File: src/rtl/skid_pipeline_reg_pkg.sv
// Shared pipeline definitions: stage state encoding and the MEM/WB
// payload layout carried through the skid register.
package skid_pipeline_reg_pkg;

  typedef enum logic [1:0] {
    ST_EMPTY = 2'd0,
    ST_BUSY  = 2'd1,
    ST_FULL  = 2'd2
  } skid_state_e;

  localparam int MEMWB_W = 136;

  // MEM/WB field offsets, LSB first
  localparam int MW_WB_SEL_LSB = 0;
  localparam int MW_WB_SEL_W   = 2;
  localparam int MW_DEST_LSB   = 2;
  localparam int MW_DEST_W     = 5;
  localparam int MW_IMM_LSB    = 7;
  localparam int MW_ALU_LSB    = 39;
  localparam int MW_MEMD_LSB   = 71;
  localparam int MW_PC_LSB     = 103;
  localparam int MW_WORD_W     = 32;
  localparam int MW_REGW_BIT   = 135;

  typedef struct packed {
    logic        reg_write;
    logic [31:0] pc;
    logic [31:0] mem_data;
    logic [31:0] alu_result;
    logic [31:0] imm;
    logic [4:0]  dest_addr;
    logic [1:0]  wb_sel;
  } mem_wb_t;

  function automatic logic [1:0] occ_of(input skid_state_e s);
    logic [1:0] n;
    n = 2'd0;
    unique case (s)
      ST_EMPTY: n = 2'd0;
      ST_BUSY:  n = 2'd1;
      ST_FULL:  n = 2'd2;
      default:  n = 2'd0;
    endcase
    return n;
  endfunction

endpackage

File: src/rtl/skid_pipeline_reg.sv
// Two-entry skid pipeline register: fully registered in_ready and
// out_data, one-cycle latency, flush kills both entries.
module skid_pipeline_reg
  import skid_pipeline_reg_pkg::*;
#(
  parameter int DATA_W        = 136,
  parameter bit ZERO_ON_FLUSH = 1'b1
) (
  input  logic              clk,
  input  logic              rst,
  input  logic              flush,
  input  logic              in_valid,
  output logic              in_ready,
  input  logic [DATA_W-1:0] in_data,
  output logic              out_valid,
  input  logic              out_ready,
  output logic [DATA_W-1:0] out_data,
  output logic [1:0]        occupancy
);

  skid_state_e       r_state;
  skid_state_e       w_state_nxt;
  logic [DATA_W-1:0] r_main;
  logic [DATA_W-1:0] r_skid;

  logic w_in_xfer;
  logic w_out_xfer;
  logic w_ld_main;
  logic w_main_from_skid;
  logic w_ld_skid;

  assign in_ready   = (r_state != ST_FULL);
  assign out_valid  = (r_state != ST_EMPTY);
  assign out_data   = r_main;
  assign occupancy  = occ_of(r_state);
  assign w_in_xfer  = in_valid & in_ready;
  assign w_out_xfer = out_valid & out_ready;

  always_ff @(posedge clk or posedge rst) begin
    if (rst) r_state <= ST_EMPTY;
    else     r_state <= w_state_nxt;
  end

  always_comb begin
    w_state_nxt      = r_state;
    w_ld_main        = 1'b0;
    w_main_from_skid = 1'b0;
    w_ld_skid        = 1'b0;
    if (flush) begin
      w_state_nxt = ST_EMPTY;
    end else begin
      unique case (r_state)
        ST_EMPTY: begin
          if (w_in_xfer) begin
            w_ld_main   = 1'b1;
            w_state_nxt = ST_BUSY;
          end
        end
        ST_BUSY: begin
          if (w_in_xfer && w_out_xfer) begin
            w_ld_main = 1'b1;
          end else if (w_in_xfer) begin
            w_ld_skid   = 1'b1;
            w_state_nxt = ST_FULL;
          end else if (w_out_xfer) begin
            w_state_nxt = ST_EMPTY;
          end
        end
        ST_FULL: begin
          if (w_out_xfer) begin
            w_ld_main        = 1'b1;
            w_main_from_skid = 1'b1;
            w_state_nxt      = ST_BUSY;
          end
        end
        default: w_state_nxt = ST_EMPTY;
      endcase
    end
  end

  // Payload only moves on an explicit load, keeping held outputs stable
  always_ff @(posedge clk or posedge rst) begin
    if (rst) begin
      r_main <= '0;
      r_skid <= '0;
    end else if (flush) begin
      if (ZERO_ON_FLUSH) begin
        r_main <= '0;
        r_skid <= '0;
      end
    end else begin
      if (w_ld_main) r_main <= w_main_from_skid ? r_skid : in_data;
      if (w_ld_skid) r_skid <= in_data;
    end
  end

endmodule

File: config.mk
export PLATFORM = sky130hd
export DESIGN_NAME = skid_pipeline_reg
export DESIGN_NICKNAME = d
export VERILOG_FILES = /design/src/rtl/skid_pipeline_reg_pkg.sv /design/src/rtl/skid_pipeline_reg.sv
export SDC_FILE = /design/constraint.sdc
export NUM_CORES = 1
export LEC_CHECK = 0
export ABC_AREA = 1
export CAP_MARGIN = 10
export CORE_MARGIN = 4
export CORE_UTILIZATION = 51
export DETAILED_ROUTE_END_ITERATION = 10
export PLACE_DENSITY_LB_ADDON = 0.2
export SYNTH_ARGS = -nofsm -noshare
export SYNTH_HDL_FRONTEND = slang
export SYNTH_SLANG_ARGS = --single-unit
File: constraint.sdc
create_clock -name clk -period 12.73 [get_ports clk]
set_input_delay 2.546 -clock clk [delete_from_list [all_inputs] [get_ports clk]]
set_output_delay 2.546 -clock clk [all_outputs]
set_load 0.03 [all_outputs]
==> metrics.md <==
| Metric | Value |
|---|---|
| Congestion Overflow GR | 0 |
| Most common cell after layout, fill and taps aside | nand2_1 |
| Status | complete, no violations |
| Clk sinks | 274 |
| Worst Path Max Fanout | 73 |
| Total Wirelength | 34030 um |
| Synth Register Bits | 274 |
| Slew HR | 0.2061 |
| Final ANT Viol Nets | 0 |
| Core box area | 0.02425 mm2 |
| YS warnings | 0 |
| Worst Tran Pin Value | 1.191 ns |
| Final Instance Area | 0.01627 mm2 |
| Nets | 1860 |
| Final Setup Violations | 0 |
| CP arrival | 5.70 ns |
| Fill cells | 1927 |
| Via density | 5.341 |
| Synth Cell Area | 0.01251 mm2 |
| HPWL Detailed | 20210 um |
| Buffers on Ports | 280 |
| Starting Density | 0.5157 |
| Antenna violations before repair | 1 |
| Final Cycle Share | 0.4103 |
| CTS clk-pin slew, worst paths | 0.06 ns |
| Global-route usage over all layers | 0.2447 |
| Cells after Synth | 1514 |
| CTS buffer count | 30 |
| Fin crit period | 5.224 ns |
| Leak Pwr | 7.633 nW |
| DRC violations left | 0 |
| Library cells used by synthesis | 18 |
| Fmax | 191.4 MHz |
| Die X | 164.6 um |
| Vias in the first global route | 10630 |
| Largest net degree at the start of global routing | 154 |
| Setup TNS | 0 ns |
| IO Count | 281 |
| Crit path capture type | register |
| CTS resizes | 0 |
| H-tree depth | 1 |
| Critical path launch point type | input port |
| Maximum vdd drop | 0.08824 mV |
| Net Count, Synth | 1655 |
| CTS tree | yes |
| Starting DRC count in detailed routing | 1015 |
| CTS Hold Bufs | 0 |
| First-pass GRT wire length | 54190 um |
| Pins Over Slew Limit | 0 |
| WP data required | 13.21 ns |
| Hold Crit Class | register to register |
| Finished Layout Cells | 2066 |
| Reg area | 0.006857 mm2 |
| Die area | 0.02709 mm2 |
| Placed cell areas | 0.01522 mm2 |
| MaxCap Viol Count | 0 |
| Register area share after synthesis | 0.5483 |
| Footprint of the multi-input gates | 0.004504 mm2 |
| Layout cells sized above 1 | 0.05284 |
| Initial DRT Pass Iterations | 5 |
| FP Rows | 57 |
| Via count | 11030 |
| Syn_area_per_cell | 8.260 um2 |
| GPL Wtd Cong | 0.7952 |
| RSZ-0062 raised after global routing | no |
| Most frequent cells in the layout | 422 x nand2_1, 280 x clkdlybuf4s50_1, 274 x dfrtp_1 |
| Worst setup path class | input port to register |
| CTS max path bufs | 3 |
| Post CTS Setup Buffer Count | 0 |
| Area Overhead vs Synth | 30.10% |
| DIE HEIGHT | 164.6 um |
| Drt wl/cell | 16.47 um |
| Dpl cells | 2011 |
| Worst Clk Skew | 0.009654 ns |
| PwrDens | 140.6 mW/mm2 |
| Final hold viol count | 0 |
| Root Buffer | clkbuf_16 |
| Clk_lat worst skew | 0.54 ns |
cells in the mapped netlist:
cell type | instances | area (um2)
buf_1 | 9 | 33.78
dfrtp_1 | 274 | 6857
nand3_1 | 255 | 1276
nor2_1 | 2 | 7.510
nor2_4 | 1 | 11.26
buf_8 | 2 | 30.03
inv_1 | 141 | 529.3
nand3_2 | 21 | 210.2
nand4_1 | 2 | 12.51
buf_2 | 39 | 195.2
buf_4 | 18 | 135.1
clkbuf_1 | 43 | 161.4
nand2_1 | 422 | 1584
o21ai_0 | 152 | 760.7
inv_2 | 4 | 15.01
buf_6 | 6 | 67.56
nand2_2 | 3 | 18.77
o21ai_1 | 120 | 600.6
final timing paths:
path	start	end	slack (ns)	cells past startpoint
max	in_valid	out_data[91]	7.51	9
min	out_data[27]	out_data[27]	0.50	2
max reg2reg	r_state[1]	out_data[91]	9.46	9
min reg2reg	out_data[27]	out_data[27]	0.50	2
max in group asynchronous	rst	out_data[30]	8.73	3
min in group asynchronous	rst	r_skid[66]	2.57	2
registers in the layout (all words and copies together), names as in the netlist:
| signal | cells |
|---|---|
| out_data | 136 |
| r_skid | 136 |
| r_state | 2 |
critical path, stage by stage:
cell	delay, ns
clkdlybuf4s50_1	0.51
nand2_1	0.10
nand2_1	0.12
nand2_4	0.46
nor2_4	0.22
buf_4	0.68
buf_4	0.71
nand2_1	0.14
nand2_1	0.08
final cells by class:
| type | count | share of cell area |
|---|---|---|
| clock inverter | 10 | 0.008229 |
| tap | 324 | 0.02492 |
| clock buffer | 44 | 0.05622 |
| timing repair buffer | 290 | 0.1777 |
| multi-input combinational | 978 | 0.2769 |
| antenna | 1 | 0.0001538 |
| sequential | 274 | 0.4214 |
| inverter | 145 | 0.03453 |
power by group:
group / switching, mW / internal, mW
clock: 0.346 / 0.556
combinational: 0.267 / 0.155
sequential: 0.0350 / 0.930
total: 0.647 / 1.64
layer usage:
metal / global-route usage / vias to the layer above / wire [um]
met3: 0.05440 / 51 / 2688
met5: 0 / - / 0
li1: - / 5299 / -
met2: 0.3925 / 409 / 16040
met1: 0.3439 / 5275 / 14580
met4: 0.05671 / 0 / 728
through the flow:
step / power [mW] / util / setup slack, ns / hold slack [ns]
after floorplan: 1.219 / - / 2.632 / 0.4835
after global placement: 1.396 / 0.6276 / 7.048 / 0.4886
after detailed placement: 1.401 / 0.6276 / 6.988 / 0.4947
after CTS: 2.309 / 0.6708 / 7.563 / 0.5112
after global routing: 2.385 / 0.6709 / 7.255 / 0.5261
final: 2.288 / 0.6709 / 7.506 / 0.5029
cell families (layout without fill, tap and decap cells):
group | count (synthesis) | in the layout | synth area share
buf+inv | 262 | 489 | 0.09335
compound gates | 272 | 272 | 0.1089
flops | 274 | 274 | 0.5483
simple gates | 706 | 706 | 0.2495
other cells | 0 | 1 | 0
(Power assumes the default switching activity.)
